## src/rtl/ps2_mouse_if.sv

```systemverilog
// ps2_mouse_if
//   Carries the assembled PS/2 mouse packet word and its error reporting
//   from the receiver (master) to any consumer (slave).
//
//   ps2_mouse[7:0]   status byte (buttons, signs, overflows, b3 always 1)
//   ps2_mouse[15:8]  X movement
//   ps2_mouse[23:16] Y movement
//   ps2_mouse[24]    toggles once per accepted packet
//   err              one-cycle pulse per discarded byte or frame
//   err_code         cause of the last err: 0 sync bit, 1 start/stop,
//                    2 parity, 3 timeout
interface ps2_mouse_if;
    logic [24:0] ps2_mouse;
    logic        err;
    logic [1:0]  err_code;

    modport master (output ps2_mouse, output err, output err_code);
    modport slave  (input  ps2_mouse, input  err, input  err_code);
endinterface

```

## src/rtl/ps2_mouse_rx.sv

```systemverilog
// ps2_mouse_rx
//   Receives the device-driven PS/2 mouse stream, filters the PS/2 clock,
//   deframes 11-bit frames and assembles 3-byte movement packets into the
//   25-bit ps2_mouse word. Partial packets never reach the output; framing,
//   parity, sync-bit and timeout problems are reported on err/err_code.
//
//   clk_sys   in   system clock, only clock
//   reset     in   synchronous, active-high
//   ps2_clk   in   raw PS/2 clock (asynchronous, idle high)
//   ps2_dat   in   raw PS/2 data  (asynchronous, idle high)
//   mo        if   ps2_mouse_if.master: ps2_mouse, err, err_code
//
//   Packet byte index (idx):
//   state      | meaning
//   IDX_STATUS | waiting for status byte (b3 must be 1)
//   IDX_X      | status held, waiting for X byte
//   IDX_Y      | status and X held, Y byte completes the packet
module ps2_mouse_rx #(
    parameter int FILTER  = 8,
    parameter int TIMEOUT = 100000
) (
    input  logic          clk_sys,
    input  logic          reset,
    input  logic          ps2_clk,
    input  logic          ps2_dat,
    ps2_mouse_if.master   mo
);
    localparam int              TW        = (TIMEOUT > 1) ? $clog2(TIMEOUT) : 1;
    localparam logic [TW-1:0]   TC_LAST   = TW'(TIMEOUT - 1);
    localparam logic [7:0]      FILT_LAST = 8'(FILTER - 1);

    typedef enum logic [1:0] {IDX_STATUS, IDX_X, IDX_Y} idx_e;

    logic          clk_s1_q, clk_s1_d, clk_s2_q, clk_s2_d;
    logic          dat_s1_q, dat_s1_d, dat_s2_q, dat_s2_d;
    logic          clk_f_q, clk_f_d, clk_f_prev_q, clk_f_prev_d;
    logic [7:0]    fcnt_q, fcnt_d;
    logic [3:0]    bitcnt_q, bitcnt_d;
    logic [9:0]    shift_q, shift_d;
    logic [TW-1:0] tcnt_q, tcnt_d;
    idx_e          idx_q, idx_d;
    logic [7:0]    stat_q, stat_d, x_q, x_d;
    logic [24:0]   mouse_q, mouse_d;
    logic          err_q, err_d;
    logic [1:0]    code_q, code_d;
    logic          fall;
    logic [7:0]    rx_byte;

    always_comb begin
        clk_s1_d     = ps2_clk;
        clk_s2_d     = clk_s1_q;
        dat_s1_d     = ps2_dat;
        dat_s2_d     = dat_s1_q;
        clk_f_d      = clk_f_q;
        clk_f_prev_d = clk_f_q;
        fcnt_d       = 8'd0;
        bitcnt_d     = bitcnt_q;
        shift_d      = shift_q;
        tcnt_d       = tcnt_q;
        idx_d        = idx_q;
        stat_d       = stat_q;
        x_d          = x_q;
        mouse_d      = mouse_q;
        err_d        = 1'b0;
        code_d       = code_q;
        rx_byte      = shift_q[8:1];

        // Accept a new clock level only after FILTER consecutive disagreeing cycles.
        if (clk_s2_q != clk_f_q) begin
            if (fcnt_q == FILT_LAST) begin
                clk_f_d = clk_s2_q;
            end else begin
                fcnt_d = fcnt_q + 8'd1;
            end
        end

        fall = clk_f_prev_q & ~clk_f_q;

        if (fall) begin
            tcnt_d = '0;
            if (bitcnt_q == 4'd10) begin
                // shift_q: [0] start, [8:1] data, [9] parity; stop is live data
                bitcnt_d = 4'd0;
                if (shift_q[0] || !dat_s2_q) begin
                    err_d  = 1'b1;
                    code_d = 2'd1;
                    idx_d  = IDX_STATUS;
                end else if (!(^shift_q[9:1])) begin
                    err_d  = 1'b1;
                    code_d = 2'd2;
                    idx_d  = IDX_STATUS;
                end else begin
                    case (idx_q)
                        IDX_STATUS: begin
                            if (rx_byte[3]) begin
                                stat_d = rx_byte;
                                idx_d  = IDX_X;
                            end else begin
                                err_d  = 1'b1;
                                code_d = 2'd0;
                            end
                        end
                        IDX_X: begin
                            x_d   = rx_byte;
                            idx_d = IDX_Y;
                        end
                        IDX_Y: begin
                            mouse_d = {~mouse_q[24], rx_byte, x_q, stat_q};
                            idx_d   = IDX_STATUS;
                        end
                        default: idx_d = IDX_STATUS;
                    endcase
                end
            end else begin
                // Right shift: after ten samples, bit 0 of the frame sits in shift_q[0].
                shift_d  = {dat_s2_q, shift_q[9:1]};
                bitcnt_d = bitcnt_q + 4'd1;
            end
        end else if (bitcnt_q == 4'd0) begin
            tcnt_d = '0;
        end else if (tcnt_q == TC_LAST) begin
            tcnt_d   = '0;
            bitcnt_d = 4'd0;
            idx_d    = IDX_STATUS;
            err_d    = 1'b1;
            code_d   = 2'd3;
        end else begin
            tcnt_d = tcnt_q + 1'b1;
        end
    end

    always_ff @(posedge clk_sys) begin
        if (reset) begin
            clk_s1_q     <= 1'b1;
            clk_s2_q     <= 1'b1;
            dat_s1_q     <= 1'b1;
            dat_s2_q     <= 1'b1;
            clk_f_q      <= 1'b1;
            clk_f_prev_q <= 1'b1;
            fcnt_q       <= 8'd0;
            bitcnt_q     <= 4'd0;
            shift_q      <= 10'd0;
            tcnt_q       <= '0;
            idx_q        <= IDX_STATUS;
            stat_q       <= 8'd0;
            x_q          <= 8'd0;
            mouse_q      <= 25'd0;
            err_q        <= 1'b0;
            code_q       <= 2'd0;
        end else begin
            clk_s1_q     <= clk_s1_d;
            clk_s2_q     <= clk_s2_d;
            dat_s1_q     <= dat_s1_d;
            dat_s2_q     <= dat_s2_d;
            clk_f_q      <= clk_f_d;
            clk_f_prev_q <= clk_f_prev_d;
            fcnt_q       <= fcnt_d;
            bitcnt_q     <= bitcnt_d;
            shift_q      <= shift_d;
            tcnt_q       <= tcnt_d;
            idx_q        <= idx_d;
            stat_q       <= stat_d;
            x_q          <= x_d;
            mouse_q      <= mouse_d;
            err_q        <= err_d;
            code_q       <= code_d;
        end
    end

    assign mo.ps2_mouse = mouse_q;
    assign mo.err       = err_q;
    assign mo.err_code  = code_q;
endmodule

```

## src/flat_wrapper.sv

```systemverilog
// flat-port wrapper written by rule: the top's interface ports become plain ports
module ps2_mouse_rx_flat 
#(
    parameter int FILTER  = 8,
    parameter int TIMEOUT = 100000
)
  (clk_sys, reset, ps2_clk, ps2_dat, mo_ps2_mouse, mo_err, mo_err_code);
  ps2_mouse_if mo_i ();
  input  logic clk_sys;
  input  logic reset;
  input  logic ps2_clk;
  input  logic ps2_dat;
  output wire logic [$bits(mo_i.ps2_mouse)-1:0] mo_ps2_mouse;
  output wire logic [$bits(mo_i.err)-1:0] mo_err;
  output wire logic [$bits(mo_i.err_code)-1:0] mo_err_code;
  assign mo_ps2_mouse = mo_i.ps2_mouse;
  assign mo_err = mo_i.err;
  assign mo_err_code = mo_i.err_code;
  ps2_mouse_rx #(.FILTER(FILTER), .TIMEOUT(TIMEOUT)) u_core (.clk_sys(clk_sys), .reset(reset), .ps2_clk(ps2_clk), .ps2_dat(ps2_dat), .mo(mo_i));
endmodule
```

## config.mk

```make
export PLATFORM = sky130hd
export DESIGN_NAME = ps2_mouse_rx_flat
export DESIGN_NICKNAME = d
export VERILOG_FILES = /design/src/rtl/ps2_mouse_if.sv /design/src/rtl/ps2_mouse_rx.sv /design/src/flat_wrapper.sv
export SDC_FILE = /design/constraint.sdc
export NUM_CORES = 1
export LEC_CHECK = 0
export BUFFER_PORTS_ARGS = -buffer_cell sky130_fd_sc_hd__buf_2
export CAP_MARGIN = 40
export CORE_ASPECT_RATIO = 0.9
export CORE_MARGIN = 1
export CORE_UTILIZATION = 43
export DETAILED_ROUTE_END_ITERATION = 7
export PLACE_DENSITY = 0.6
export SYNTH_ARGS = -nofsm -noshare
export SYNTH_HDL_FRONTEND = slang
export SYNTH_SLANG_ARGS = --single-unit
export TNS_END_PERCENT = 100
```

## constraint.sdc

```tcl
create_clock -name clk_sys -period 5.2 [get_ports clk_sys]
set_clock_uncertainty 0.05 [all_clocks]
set_input_delay 0.26 -clock clk_sys [delete_from_list [all_inputs] [get_ports clk_sys]]
set_output_delay 0.26 -clock clk_sys [all_outputs]
set_load 0.02 [all_outputs]
```

==> results of run 1 <==
[layout make-up]
type,count,area [sq um]
Clock inverter,6,42.5
Tap cell,119,149
Inverter,13,48.8
Multi-Input combinational cell,308,1870
Timing Repair Buffer,35,198
Clock buffer,10,128
Sequential cell,91,1820
Fill cell,872,4440
[cell usage after synthesis, types with 3 or more instances]
cell type,number
sky130_fd_sc_hd__buf_1,5
sky130_fd_sc_hd__or4_1,3
sky130_fd_sc_hd__or3_1,4
sky130_fd_sc_hd__nand3_1,11
sky130_fd_sc_hd__buf_6,4
sky130_fd_sc_hd__inv_1,13
sky130_fd_sc_hd__nand4_1,34
sky130_fd_sc_hd__ha_1,5
sky130_fd_sc_hd__mux2i_1,12
sky130_fd_sc_hd__or3b_2,3
sky130_fd_sc_hd__clkbuf_1,16
sky130_fd_sc_hd__dfxtp_1,91
sky130_fd_sc_hd__nand2_1,51
sky130_fd_sc_hd__buf_2,3
sky130_fd_sc_hd__xor2_1,14
sky130_fd_sc_hd__xnor2_1,9
sky130_fd_sc_hd__nor2_1,38
sky130_fd_sc_hd__o21ai_0,30
sky130_fd_sc_hd__o21ai_1,4
sky130_fd_sc_hd__and3_1,5
sky130_fd_sc_hd__a21oi_1,47
sky130_fd_sc_hd__or2_2,6
sky130_fd_sc_hd__nor3_1,4
[report_power, final]
part / switching, mW / internal (mW) / leakage, nW
Sequential: 0.000664 / 0.698 / 0.734
Combinational: 0.0102 / 0.00414 / 0.721
Clock: 0.252 / 0.174 / 0.0822
[per-layer routing]
layer,up-vias,part of all wire,global-route usage
li1,1561,-,-
met1,1409,0.52,0.271
met2,62,0.42,0.264
met3,8,0.046,0.0445
met4,0,0.011,0.0607
met5,-,0,0
[flip-flops by register name, summed over array words and instances (netlist names)]
register / cells
u_core.mo.ps2_mouse: 25
u_core.tcnt_q: 17
u_core.shift_q: 10
u_core.fcnt_q: 8
u_core.stat_q: 8
u_core.x_q: 8
u_core.bitcnt_q: 4
u_core.idx_q: 2
u_core.mo.err_code: 2
u_core.clk_f_prev_d: 1
u_core.clk_f_prev_q: 1
u_core.clk_s1_q: 1
u_core.clk_s2_q: 1
u_core.dat_s1_q: 1
u_core.dat_s2_q: 1
u_core.mo.err: 1
[final timing paths]
| check | end | startpoint | cells past startpoint |
|---|---|---|---|
| max | u_core.mo.err_code[1]$_SDFFE_PP0P_ | u_core.shift_q[5]$_SDFFE_PP0P_ | 6 |
| min | u_core.clk_s1_q$_SDFF_PP1_ | ps2_clk | 2 |
| max reg2reg | u_core.mo.err_code[1]$_SDFFE_PP0P_ | u_core.shift_q[5]$_SDFFE_PP0P_ | 6 |
| min reg2reg | u_core.dat_s2_q$_SDFF_PP1_ | u_core.dat_s1_q$_SDFF_PP1_ | 1 |
[metrics by stage]
stage / setup slack (ns) / std cells / util / instance area, sq um / power [mW]
after floorplan: 3.21 / 442 / - / 3900 / 0.727
after global placement: 2.95 / 565 / 0.468 / 4060 / 0.727
after detailed placement: 2.90 / 566 / 0.470 / 4080 / 0.729
after CTS: 2.87 / 582 / 0.489 / 4250 / 1.15
after global routing: 2.65 / 582 / 0.489 / 4250 / 1.18
final: 2.91 / 582 / 0.489 / 4250 / 1.14
[worst max-delay path, cell delays in order, from the launching register on]
cell and delay (ns):
sky130_fd_sc_hd__dfxtp_1 0.49, sky130_fd_sc_hd__xor2_1 0.18, sky130_fd_sc_hd__xnor3_2 0.53, sky130_fd_sc_hd__mux2i_2 0.20, sky130_fd_sc_hd__buf_4 0.32, sky130_fd_sc_hd__o21ai_2 0.15, sky130_fd_sc_hd__a221oi_2 0.27
[kinds of logic after synthesis]
kind of cell / Yosys count / synth area share
AO/OA/AOI/OAI: 91 / 0.129
flip-flops: 91 / 0.467
AND/OR/NAND/NOR: 172 / 0.224
adder cells (fa/ha/maj): 5 / 0.0160
buffers and inverters: 43 / 0.0552
multiplexers: 14 / 0.0382
XOR/XNOR: 26 / 0.0709
==> metrics.md, run 1 <==
| Metric | Value |
|---|---|
| CTS Hold Buffers Added | 0 |
| Gr ovfl total | 0 |
| WP data required | 5.42 ns |
| Cell count after synthesis | 442 |
| Antenna-violating nets left | 0 |
| Vias | 3040 |
| 1st-iter DRT viols | 110 |
| Type of the worst setup path | reg -> reg |
| Initial standard-cell utilization of the core | 0.449 |
| Postcts setup bufs | 0 |
| Largest area contributor in the synthesized netlist | sky130_fd_sc_hd__dfxtp_1 |
| Worst hold margin | 0.0318 ns |
| Number of nets at the end of the flow | 467 |
| Total GRT Usage | 0.185 |
| Number of flops mapped to enable cells by yosys | 0 |
| Kind of end point of the critical path | register |
| Number of optimization iterations in the first detailed-route pass | 4 |
| Wire length of the first global-routing pass | 13600 um |
| Vertical extent of the die | 92.3 um |
| Total clock buffers created by CTS | 9 |
| Critical Path AT | 2.51 ns |
| Number of nets produced by synthesis | 451 |
| Sum Neg Setup Slack | 0 ns |
| Clock buffer depth | 2 |
| Boundary pin count | 32 |
| Synth Flop Type | sky130_fd_sc_hd__dfxtp_1 |
| Leading post-synthesis cells by cell area | sky130_fd_sc_hd__dfxtp_1 (47%), sky130_fd_sc_hd__a21oi_1 (6.0%), sky130_fd_sc_hd__nand4_1 (5.5%) |
| Yosys top cell area share | 0.467 |
| Run status | complete, no violations |
| Final setup violation count | 0 |
| Launching element type of the critical path | register |
| DRC | 0 |
| Post-DP HPWL | 5260 um |
| Clock net sink count | 91 |
| Max Freq | 0.437 GHz |
| CTS tree | yes |
| Number of antenna violations at the first check in global routing | 0 |
| Routed vias/inst | 5.22 |
| Slack of the worst reg-to-reg path | 2.91 ns |
| Max rail drop VDD | 140 uV |
| Power per cell area | 268 nW/um^2 |
| Count of state elements after synthesis | 91 |
| Post-route clock period utilization | 0.440 |
| Area enclosed by the die boundary | 9450 sq um |
| Number of instances resized during post-cts repair | 0 |
| Number of distinct library cells after synthesis | 46 |
| Path type of the worst min-delay path | in -> reg |
| RD Place Congestion | 0.832 |
| Highest fanout seen on the critical path | 31 |
| Clock Pin Slew Worst Setup and Hold Paths | 0.09 ns |
| Max-slew violations | 0 |
| Reported leakage power | 1.54 nW |
| Number of failing hold endpoints at the final stage | 0 |
| Most common library cell in the layout ignoring fill and taps | sky130_fd_sc_hd__dfxtp_1 |
| Most frequent cells in the layout | sky130_fd_sc_hd__dfxtp_1 (91), sky130_fd_sc_hd__nand2_1 (51), sky130_fd_sc_hd__a21oi_1 (47) |
| Reported max-cap violation count | 0 |
| Post-DR wirelength/cell | 13.7 um |
| Final critical path time including I/O delays and setup | 2.29 ns |
| Floorplan Core Area | 8690 sq um |
| Total Routed Length | 7960 um |
| Maximum number of pins on one net before global-route repair | 38 |
| Deepest level of the CTS H-tree | 3 |
| Unrepaired setup endpoints after global routing | false |
| Clock latency on the worst-skew pair | 0.36 ns |
| Fraction of the yosys area taken by sequential cells | 0.467 |
| Netlist Area Pre-Place | 3900 sq um |
| Slew Limit Headroom | 0.422 |
| Antenna diode instance count | 0 |
| Async set or reset register ratio after synthesis | 0 |
| Count of port buffers added during placement | 31 |
| Synth-to-Final Area Change | 9.05% |
| Number of global-route vias before repair | 2728 |
| Row Count | 32 |
| Buffer type at the clock tree root | sky130_fd_sc_hd__clkbuf_8 |
| Die span in x | 102 um |
| Layout cell share with drive strength beyond 1 | 0.158 |
| Post-synthesis area per instance | 8.82 sq um |
| Warning count from the yosys run | 0 |
| Transition time at the pin with the least slew margin | 0.863 ns |
No activity file was read; power rests on OpenSTA's default activity.
==> run 2, diff against run 1 <==
- clock period: 5.2 -> 2.23 ns (I/O delays scaled with it)
==> metrics.md, run 2 (synthesized netlist as in run 1, its figures left out) <==
| Metric | Value |
|---|---|
| Antenna diode instance count | 0 (unchanged) |
| Run status | complete, no violations |
| Post-route clock period utilization | 0.930 (+0.490) |
| End-of-flow core utilization | 0.505 (+0.0160) |
| Path type of the worst min-delay path | in -> reg |
| Vertical extent of the die | 92.3 um (unchanged) |
| Initial standard-cell utilization of the core | 0.449 (unchanged) |
| Number of global-route vias before repair | 2912 (+6.7%) |
| Reported leakage power | 1.62 nW (+5.5%) |
| Total Routed Length | 7930 um (-0.38%) |
| Combinational power share | 0.013 (about the same) |
| 1st-iter DRT viols | 142 (+29%) |
| Floorplan Core Area | 8690 sq um (unchanged) |
| Final critical path time including I/O delays and setup | 2.07 ns (-0.215 ns) |
| Power share of the sequential group | 0.585 (-0.029) |
| Max rail drop VDD | 245 uV (+74%) |
| Post-DP HPWL | 5410 um (+2.8%) |
| Clock Pin Slew Worst Setup and Hold Paths | 0.09 ns (about the same) |
| Row Count | 32 (unchanged) |
| DRC | 0 (unchanged) |
| Cell Area, Placed | 4170 sq um (+2.1%) |
| Postcts setup bufs | 0 (unchanged) |
| Series of cell instances along the critical path | or4bb_1, nor2_1, nand3_1, o21a_1, mux2i_1 |
| Clock buffer depth | 2 (unchanged) |
| Max-slew violations | 0 (unchanged) |
| Vias | 3112 (+2.4%) |
| Most frequent cells in the layout | sky130_fd_sc_hd__dfxtp_1 (91), sky130_fd_sc_hd__nand2_1 (51), sky130_fd_sc_hd__a21oi_1 (47) |
| Cell Count Post-Placement | 579 (+2.3%) |
| Layout cell share with drive strength beyond 1 | 0.180 (+0.0222) |
| Post-Layout Cell Count | 597 (+2.6%) |
| Largest register FFs | 25 (unchanged) |
| Launching element type of the critical path | register |
| Area enclosed by the die boundary | 9450 sq um (unchanged) |
| Routed vias/inst | 5.21 (-0.20%) |
| Power consumption | 2.78 mW (+140%) |
| Sum Neg Setup Slack | 0 ns (unchanged) |
| Transition time at the pin with the least slew margin | 0.570 ns (-0.293 ns) |
| RD Place Congestion | 0.766 (-7.9%) |
| Max Freq | 0.482 GHz (+10%) |
| Post-DR wirelength/cell | 13.3 um (-2.9%) |
| Count of port buffers added during placement | 31 (unchanged) |
| Design internal power | 2.19 mW (+150%) |
| Final setup violation count | 0 (unchanged) |
| Worst Path Buf+Inv | 0 (-1) |
| Die span in x | 102 um (unchanged) |
| Cell with the biggest individual delay on the critical path | sky130_fd_sc_hd__or4bb_1 |
| Number of optimization iterations in the first detailed-route pass | 5 (+1) |
| Gr ovfl total | 0 (unchanged) |
| Clock net sink count | 91 (unchanged) |
| Unrepaired setup endpoints after global routing | false |
| Wire length of the first global-routing pass | 13700 um (+0.96%) |
| Number of antenna violations at the first check in global routing | 0 (unchanged) |
| Reported max-cap violation count | 0 (unchanged) |
| Synth-to-Final Area Change | 12.6% |
| CTS tree | yes |
| Critical Path AT | 2.25 ns (-0.26 ns) |
| Antenna-violating nets left | 0 (unchanged) |
| Slew Limit Headroom | 0.618 (+0.196) |
| Kind of end point of the critical path | register |
| Switching fraction of total power | 0.213 (-0.0172) |
| Dominant delay contributor by cell family on the critical path | simple AND/OR/NAND/NOR gates |
| Highest fanout seen on the critical path | 8 (-74%) |
| Clock network power share | 0.402 (+0.028) |
| Delay of the slowest cell on the worst path | 0.55 ns (+0.02 ns) |
| Buffer type at the clock tree root | sky130_fd_sc_hd__clkbuf_8 |
| Boundary pin count | 32 (unchanged) |
| Number of instances resized during post-cts repair | 0 (unchanged) |
| Deepest level of the CTS H-tree | 3 (unchanged) |
| Power per cell area | 634 nW/um^2 (+140%) |
| Clock latency on the worst-skew pair | 0.35 ns (about the same) |
| Slack of the worst reg-to-reg path | 0.16 ns (-2.76 ns) |
| Number of nets at the end of the flow | 482 (+3.2%) |
| Type of the worst setup path | reg -> reg |
| CTS Hold Buffers Added | 2 (+2) |
| WP data required | 2.40 ns (-3.02 ns) |
| Final-layout fill cell count | 843 (-3.3%) |
| NetSw | 594 uW (+130%) |
| Number of failing hold endpoints at the final stage | 0 (unchanged) |
| Total clock buffers created by CTS | 9 (unchanged) |
| Maximum number of pins on one net before global-route repair | 31 (-18%) |
| Final std cell area, no fill | 4390 sq um (+3.3%) |
| Most common library cell in the layout ignoring fill and taps | sky130_fd_sc_hd__dfxtp_1 |
| Total GRT Usage | 0.187 (+0.00176) |
==> run 2: cell types whose count changed in the layout (fill, tap and decap cells not counted), sizes merged <==
cell / previous run / this run
buf: 35 / 48
bufinv: 0 / 1
dlygate4sd3: 0 / 2
clkinv: 4 / 2
clkbuf: 10 / 11
==> run 2: area by class of cell <==
cell class | count | area (sq um) | share of cell area
repair buffers | 50 | 303 | 0.0689
well taps | 119 | 149 | 0.0339
flip-flops and latches | 91 | 1820 | 0.415
inverters | 13 | 48.8 | 0.0111
clock inverters | 5 | 62.6 | 0.0142
clock buffers | 11 | 141 | 0.0322
multi-input cells | 308 | 1870 | 0.425
==> run 2: routing by layer <==
metal  routed length [um]  part of all wire  global-route usage
met1                 4080              0.51               0.257
met2                 3530              0.44               0.285
met3                  275             0.035              0.0438
met4                   51            0.0064              0.0667
met5                    0                 0                   0
==> run 2: metrics by stage <==
stage / setup slack [ns] / hold slack [ns]
finish: 0.155 / 0.156
CTS: 0.136 / 0.164
global placement: 0.222 / 0.243
detailed placement: 0.189 / 0.247
global route: 0.0242 / 0.181
floorplan: 0.237 / 0.165
==> run 2: worst reg2reg max path, stage by stage (launching register included) <==
cell and delay, ns:
sky130_fd_sc_hd__dfxtp_1 0.37, sky130_fd_sc_hd__or4bb_1 0.55, sky130_fd_sc_hd__nor2_1 0.34, sky130_fd_sc_hd__nand3_1 0.12
sky130_fd_sc_hd__o21a_1 0.35, sky130_fd_sc_hd__mux2i_1 0.18
==> run 2: worst paths after layout <==
check                                        start                                  end  depth (start not counted)
hold reg to reg         u_core.clk_s1_q$_SDFF_PP1_           u_core.clk_s2_q$_SDFF_PP1_                          1
setup reg to reg  u_core.clk_f_prev_d$_SDFFE_PP1P_        u_core.stat_q[1]$_SDFFE_PP0P_                          5
setup / recovery  u_core.clk_f_prev_d$_SDFFE_PP1P_        u_core.stat_q[1]$_SDFFE_PP0P_                          5
hold / removal                               reset  u_core.mo.ps2_mouse[8]$_SDFFE_PP0P_                          2
==> run 2: power groups by stage <==
stage	logic (mW)	registers (mW)	clock network, mW
after global routing	0.0403	1.63	1.23
after global placement	0.0328	1.67	0
after CTS	0.0363	1.63	1.16
final	0.0355	1.63	1.12
after floorplan	0.0277	1.67	0
after detailed placement	0.0337	1.67	0
